[src/rtl/rr_onehot_arbiter.sv]
// Round-robin arbiter for N_REQ requesters.
// The grant is issued both as a one-hot vector and as a binary index, and
// all grant outputs are registered. An owner keeps the grant until it drops
// its request. On release the grant passes in the same edge to the next
// pending requester after the owner.
// Optional feature: define RR_ARB_TIMEOUT_EN to limit tenure to TIMEOUT
// cycles while another requester is pending.
module rr_onehot_arbiter #(
  parameter int N_REQ   = 4,
  parameter int IDX_W   = 2,
  parameter int TIMEOUT = 8
) (
  input  logic             clk,
  input  logic             rst_n,
  input  logic [N_REQ-1:0] req_i,
  output logic [N_REQ-1:0] gnt_o,
  output logic [IDX_W-1:0] gnt_idx_o,
  output logic             gnt_valid_o
);

  typedef enum logic [0:0] {
    IDLE  = 1'b0,
    GRANT = 1'b1
  } state_t;

  localparam logic [N_REQ-1:0] ONE_HOT_LSB = N_REQ'(1);

  state_t           state;
  logic [IDX_W-1:0] ptr;          // highest-priority requester when idle
  logic [IDX_W-1:0] owner_next;   // owner + 1, wrapped modulo N_REQ
  logic             owner_req;    // current owner still requesting
  logic [N_REQ-1:0] search_vec;
  int               search_start;
  logic             pick_found;
  logic [IDX_W-1:0] pick_idx;

`ifdef RR_ARB_TIMEOUT_EN
  localparam int CNT_W = $clog2(TIMEOUT + 1);
  logic [CNT_W-1:0] tenure;
`endif

  assign owner_next = (gnt_idx_o == IDX_W'(N_REQ - 1)) ? '0 : gnt_idx_o + IDX_W'(1);
  assign owner_req  = req_i[gnt_idx_o];

  // Pick the first pending requester, starting at ptr when idle, or just past
  // the owner (owner excluded) when a grant is active.
  always_comb begin
    // NOTE: every signal written here is given a default first. A path that
    // leaves one unassigned would infer a latch.
    search_vec   = req_i;
    search_start = int'(ptr);
    pick_found   = 1'b0;
    pick_idx     = '0;
    if (state == GRANT) begin
      search_vec   = req_i & ~gnt_o;
      search_start = int'(owner_next);
    end
    // Scan from the farthest offset down to the nearest, so the nearest
    // pending requester is the last one written and wins.
    for (int i = N_REQ - 1; i >= 0; i--) begin
      int k;
      k = search_start + i;
      if (k >= N_REQ) k = k - N_REQ;
      if (search_vec[k]) begin
        pick_found = 1'b1;
        pick_idx   = IDX_W'(k);
      end
    end
  end

  // Grant state machine: the state, the pointer, the tenure counter and all
  // three grant outputs are registered here.
  always_ff @(posedge clk or negedge rst_n) begin
    // NOTE: state is updated with non-blocking assignments, so every branch
    // reads the values from before this edge.
    if (!rst_n) begin
      state       <= IDLE;
      ptr         <= '0;
      gnt_o       <= '0;
      gnt_idx_o   <= '0;
      gnt_valid_o <= 1'b0;
`ifdef RR_ARB_TIMEOUT_EN
      tenure      <= '0;
`endif
    end else begin
      case (state)
        IDLE: begin
          if (pick_found) begin
            state       <= GRANT;
            gnt_o       <= ONE_HOT_LSB << pick_idx;
            gnt_idx_o   <= pick_idx;
            gnt_valid_o <= 1'b1;
`ifdef RR_ARB_TIMEOUT_EN
            tenure      <= CNT_W'(1);
`endif
          end
        end

        GRANT: begin
          if (!owner_req) begin
            // Owner released: hand off without a bubble, or go idle.
            ptr <= owner_next;
            if (pick_found) begin
              gnt_o     <= ONE_HOT_LSB << pick_idx;
              gnt_idx_o <= pick_idx;
`ifdef RR_ARB_TIMEOUT_EN
              tenure    <= CNT_W'(1);
`endif
            end else begin
              state       <= IDLE;
              gnt_o       <= '0;
              gnt_idx_o   <= '0;
              gnt_valid_o <= 1'b0;
`ifdef RR_ARB_TIMEOUT_EN
              tenure      <= '0;
`endif
            end
          end
`ifdef RR_ARB_TIMEOUT_EN
          else if (tenure == CNT_W'(TIMEOUT) && pick_found) begin
            // Tenure used up while others wait: preempt the owner.
            ptr       <= owner_next;
            gnt_o     <= ONE_HOT_LSB << pick_idx;
            gnt_idx_o <= pick_idx;
            tenure    <= CNT_W'(1);
          end else if (tenure != CNT_W'(TIMEOUT)) begin
            tenure <= tenure + CNT_W'(1);
          end
`endif
        end

        default: state <= IDLE;
      endcase
    end
  end

endmodule

[config.mk]
export PLATFORM = sky130hd
export DESIGN_NAME = rr_onehot_arbiter
export DESIGN_NICKNAME = d
export VERILOG_FILES = /design/src/rtl/rr_onehot_arbiter.sv
export SDC_FILE = /design/constraint.sdc
export NUM_CORES = 1
export LEC_CHECK = 0
export ABC_AREA = 1
export ABC_CLOCK_PERIOD_IN_PS = 3400
export CAP_MARGIN = 20
export CORE_MARGIN = 4
export CORE_UTILIZATION = 25
export CTS_CLUSTER_DIAMETER = 150
export DETAILED_ROUTE_END_ITERATION = 10
export PLACE_DENSITY_LB_ADDON = 0.05
export SLEW_MARGIN = 20
export SYNTH_ARGS = -nofsm -noshare
export SYNTH_HDL_FRONTEND = slang
export SYNTH_SLANG_ARGS = --single-unit
[constraint.sdc]
create_clock -name clk -period 3.4 [get_ports clk]
set_clock_uncertainty 0.05 [all_clocks]
set_input_delay 1.02 -clock clk [delete_from_list [all_inputs] [get_ports clk]]
set_output_delay 1.02 -clock clk [all_outputs]
set_load 0.01 [all_outputs]
=== Word-level counts from Yosys, hierarchy flattened ===
Cells that the tools add are included.

* Register bits: 10
* Input port bits: 6

* Mux-type cells: 44
* Equal/unequal tests: 4
* Add/sub/neg operators: 8
* $lt $le $gt $ge: 9
* Reductions and logical operators: 3
* Shift-type cells: 1
* Bitwise operators: 4

{| class="wikitable"
|+ Operator list
! cell !! number
|-
| 32-bit by 4-bit >= comparator with 1-bit output (second input constant) || 4
|-
| 32-bit by 4-bit less-than comparator with 1-bit output (second input constant) || 4
|-
| 32-bit 2-to-1 mux || 4
|-
| 32-bit by 4-bit subtractor with 32-bit output (second input constant) || 4
|-
| 32-bit by 3-bit adder with 32-bit output (second input constant) || 2
|-
| 32-bit by 2-bit adder with 32-bit output (second input constant) || 1
|-
| 1-bit 2-to-1 mux || 18
|-
| 2-bit 2-to-1 mux || 9
|-
| 4-bit 2-to-1 mux || 4
|-
| 1-bit binary-select mux with 2-bit select || 5
|-
| 4-bit case mux with 2 select lines || 1
|-
| 2-bit inequality test (second input constant) || 3
|-
| 4-bit AND || 1
|-
| 4-bit inverter || 1
|-
| 1-bit case mux with 2 select lines || 2
|-
| 2-bit case mux with 2 select lines || 1
|-
| 2-bit AND reduction || 2
|-
| 1-bit by 2-bit left shift with 4-bit output (first input constant) || 1
|-
| 2-bit by 3-bit less-than comparator with 1-bit output (second input constant) || 1
|-
| 3-bit AND reduction || 1
|-
| 2-bit by 1-bit adder with 2-bit output (second input constant) || 1
|-
| 2-bit == test (second input constant) || 1
|-
| 1-bit inverter || 2
|}

=== Longest topological paths before layout ===
* Depth after elaboration: 17
* Depth in mapped cells: 14
* Depth with buffers taken out: 14

=== Least setup slack after synthesis ===
No wires, ideal clock.

* Path kind: input -> register
* Start: input req_i[1]
* End: register gnt_o[0]
* Path slack: 1.462 ns
* Arrival: 1.770 ns
* Setup time: 0.117 ns
* Stages: 12
* Data required time: 3.233 ns
* Path through: nand2_1 > inv_2 > nand2_1 > nand2_1 > nand2_2 > inv_1 > nor2_1 > nand2_1 > nand2_1 > inv_1 > nand3_1 > nand2_1

* Cells in the longest elaborated chain, start to end: 13

{| class="wikitable"
|+ RTL lines
! element !! line !! source
|-
| from (decl) || 15 || <nowiki>input logic [N_REQ-1:0] req_i,</nowiki>
|-
| 4-bit AND || 55 || <nowiki>search_vec = req_i & ~gnt_o;</nowiki>
|-
| 4-bit 2-to-1 mux || 54 || <nowiki>if (state == GRANT) begin</nowiki>
|-
| 1-bit binary-select mux with 2-bit select || 64 || <nowiki>if (search_vec[k]) begin</nowiki>
|-
| 1-bit 2-to-1 mux (implied by the code) (2 in series) || 64 ||
|-
| 2-bit 2-to-1 mux (4 in series) || 64 ||
|-
| 1-bit by 2-bit left shift with 4-bit output || 90, 104 ||
|-
| 4-bit 2-to-1 mux || 103 || <nowiki>if (pick_found) begin</nowiki>
|-
| 4-bit 2-to-1 mux || 100 || <nowiki>if (!owner_req) begin</nowiki>
|-
| 4-bit case mux with 2 select lines || 86 || <nowiki>case (state)</nowiki>
|-
| to (signal assigned) || 90 || <nowiki>gnt_o <= ONE_HOT_LSB << pick_idx;</nowiki>
|-
| to (signal assigned) || 104 || <nowiki>gnt_o <= ONE_HOT_LSB << pick_idx;</nowiki>
|-
| to (decl) || 16 || <nowiki>output logic [N_REQ-1:0] gnt_o,</nowiki>
|}

Several ways; a longest one is shown, not always the timed one. The select of a mux whose other input is x is not followed.
A chain may end at the register's enable or synchronous reset.

=== Worst setup path after layout ===
* Start: register gnt_idx_o[0]
* End: output gnt_idx_o[0]

{| class="wikitable"
|+ RTL lines
! element !! line !! source
|-
| from (decl) || 17 || <nowiki>output logic [IDX_W-1:0] gnt_idx_o,</nowiki>
|-
| from (signal assigned) || 91 || <nowiki>gnt_idx_o <= pick_idx;</nowiki>
|-
| from (signal assigned) || 105 || <nowiki>gnt_idx_o <= pick_idx;</nowiki>
|}

No word-level cell between the ends.

==> metrics.txt <==
post-synthesis cell type count 18; routed vias 813; row count 21; area fraction of the dominant cell type after synthesis 28.01%; Die Y 67.78 um; max_slew headroom 68.70%; HPWL after DPL 1.844 mm; RR Startpoint gnt_idx_o[0]$_DFFE_PN0P_; diodes inserted 0; status complete, no violations; worst path bufs/invs 1; Synth Warn # 0; number of global-route vias before repair 841; H-Tree Depth 1; number of hold buffers added after cts 0; Avg Cell Area, Syn 6.768 um^2; synth cell count leaders nand2_1, nand3_1, dfrtp_1, inv_1, nand2_2; Setup TNS 0 ps; synth top area cells dfrtp_1, nand2_1, nand3_1; GR Overflow Total 0; per-cell routed wire length 11.49 um; placed insts 188; initial core utilization 26.36%; met2 wire length 1.012 mm; # Post-CTS Setup Buffers 0; Final Hold Fails 0; clk buf depth 2; #FFs+latches synth 10; routability cong. 0.7843; Critical Path RT 2330 ps; synthesis-to-finish area growth 22.13%; max incr delay on CP 600 ps; Post-synth EDFFs 0; Synth async-reset ratio 100.0%; Post-Syn Instances 132; unrepaired setup endpoints after global routing no; Worst Hold Class reg -> reg; fin crit period 2462 ps; Synthesized Nets 139; count leader, synth nand2_1; Clock transition at path regs 70 ps; fmax 406.1 MHz; Sink Count 10; Tcrit/Tclk final 72.42%; uppermost layer routed met4; vias per cell 4.234; CP Cell Sequence clkdlybuf4s50_1; CP Class reg -> out; Post-Syn Area 893.4 um^2; worst hold path startpoint gnt_valid_o$_DFFE_PN0P_; share of cells above drive strength 1 20.55%; Die Area 4594 um^2; WL final 2.207 mm; non-filler cells in the finished layout 192; later-pin clock latency in the skew report 260 ps; Critical Path Source gnt_idx_o[0]$_DFFE_PN0P_; post-synth top area cell dfrtp_1; Final nets 154; post-route ant nets 0; max cap viols 0; Num CTS Buffers 3; met3 wire len 49 um; CP delay by family, top buffers and inverters; Critical Path AT 1390 ps; max-slew violation count 0; global-route wire length before repair 4.008 mm; DR iter-0 viols 37; Remaining DRCs 0; I/O pin cnt 13; number of setup violations in the final report 0; Crit-path slowest cell clkdlybuf4s50_1; port buffer count 12; CTS tree built; Seq/Total Area, Yosys 28.01%; initial antenna violation count 0; clk root buf clkbuf_4; most common flop cell mapped by yosys dfrtp_1; endpoint type of the worst setup path output port; Worst-Margin Slew 468.0 ps; GRT Total Usage 11.63%; Post-Route M1 WL 1.130 mm; Hold Slack 475.2 ps; CP Launch Type register; cts repair resizes 0; crit-path max FO 8; Die Wd 67.78 um; r2r setup slk 1320 ps; core region area 3390 um^2; Detailed Routing Iterations Pass 1 4; largest net degree at the start of global routing 12
==> layer usage <==
metal	vias to the layer above	track usage, %
li1	437	-
met1	363	15.40
met2	11	18.83
met3	2	1.830
met4	0	4.467
met5	-	0
==> stage by stage <==
| step | setup slack [ps] | util [%] | instance area (um^2) |
|---|---|---|---|
| after floorplan | 1462 | - | 893.4 |
| after global routing | 851.2 | 32.19 | 1091 |
| final | 937.6 | 32.19 | 1091 |
| after global placement | 759.0 | 31.12 | 1055 |
| after CTS | 922.2 | 32.19 | 1091 |
| after detailed placement | 743.7 | 31.12 | 1055 |
==> kinds of logic (layout without fill, tap and decap cells) <==
group	count (synthesis)	in the layout	synth area share (%)
AO/OA/AOI/OAI	7	7	6.724
adder cells (fa/ha/maj)	1	1	1.400
buffers and inverters	16	30	7.702
flip-flops	10	10	28.01
AND/OR/NAND/NOR	98	98	56.16
==> layout make-up <==
| cell class | instances | area [um^2] |
|---|---|---|
| repair buffers | 12 | 120.1 |
| clock buffers | 4 | 36.28 |
| inverters | 14 | 52.55 |
| multi-input cells | 106 | 574.3 |
| fillers | 380 | 2298 |
| well taps | 46 | 57.56 |
| flip-flops and latches | 10 | 250.2 |
==> flip-flops by register name, indices dropped and copies added (netlist names) <==
name         cells
gnt_o            4
gnt_idx_o        2
ptr              2
gnt_valid_o      1
state            1
==> worst min-delay path: stages, from the launching register on <==
cell and delay, ps:
dfrtp_1 380, inv_1 50, a21oi_1 60
==> cell usage in the layout, fill, tap and decap left out <==
cell type and count:
clkbuf_4 3, o21ai_0 2, nand3_2 3, inv_2 4, clkdlybuf4s50_1 12, nand2_1 58
nor2_1 4, a21oi_4 1, inv_1 10, nand3_1 16, ha_1 1, nand2_4 5
nor2_8 2, nand2_2 10, o31ai_1 1, clkbuf_8 1, dfrtp_1 10, o21ai_4 1
a21oi_1 2
==> worst paths after layout <==
check / end / cells past startpoint
worst min register to register: gnt_valid_o$_DFFE_PN0P_ / 2
min in group asynchronous: gnt_idx_o[0]$_DFFE_PN0P_ / 1
max in group asynchronous: gnt_idx_o[1]$_DFFE_PN0P_ / 1
worst max-delay path: gnt_idx_o[0] / 1
worst max register to register: gnt_o[1]$_DFFE_PN0P_ / 14
worst min-delay path: gnt_valid_o$_DFFE_PN0P_ / 2
Power is left out: the tool's default activity adds up to more than one toggle a clock period on the data nets, which glitch-free logic cannot reach.
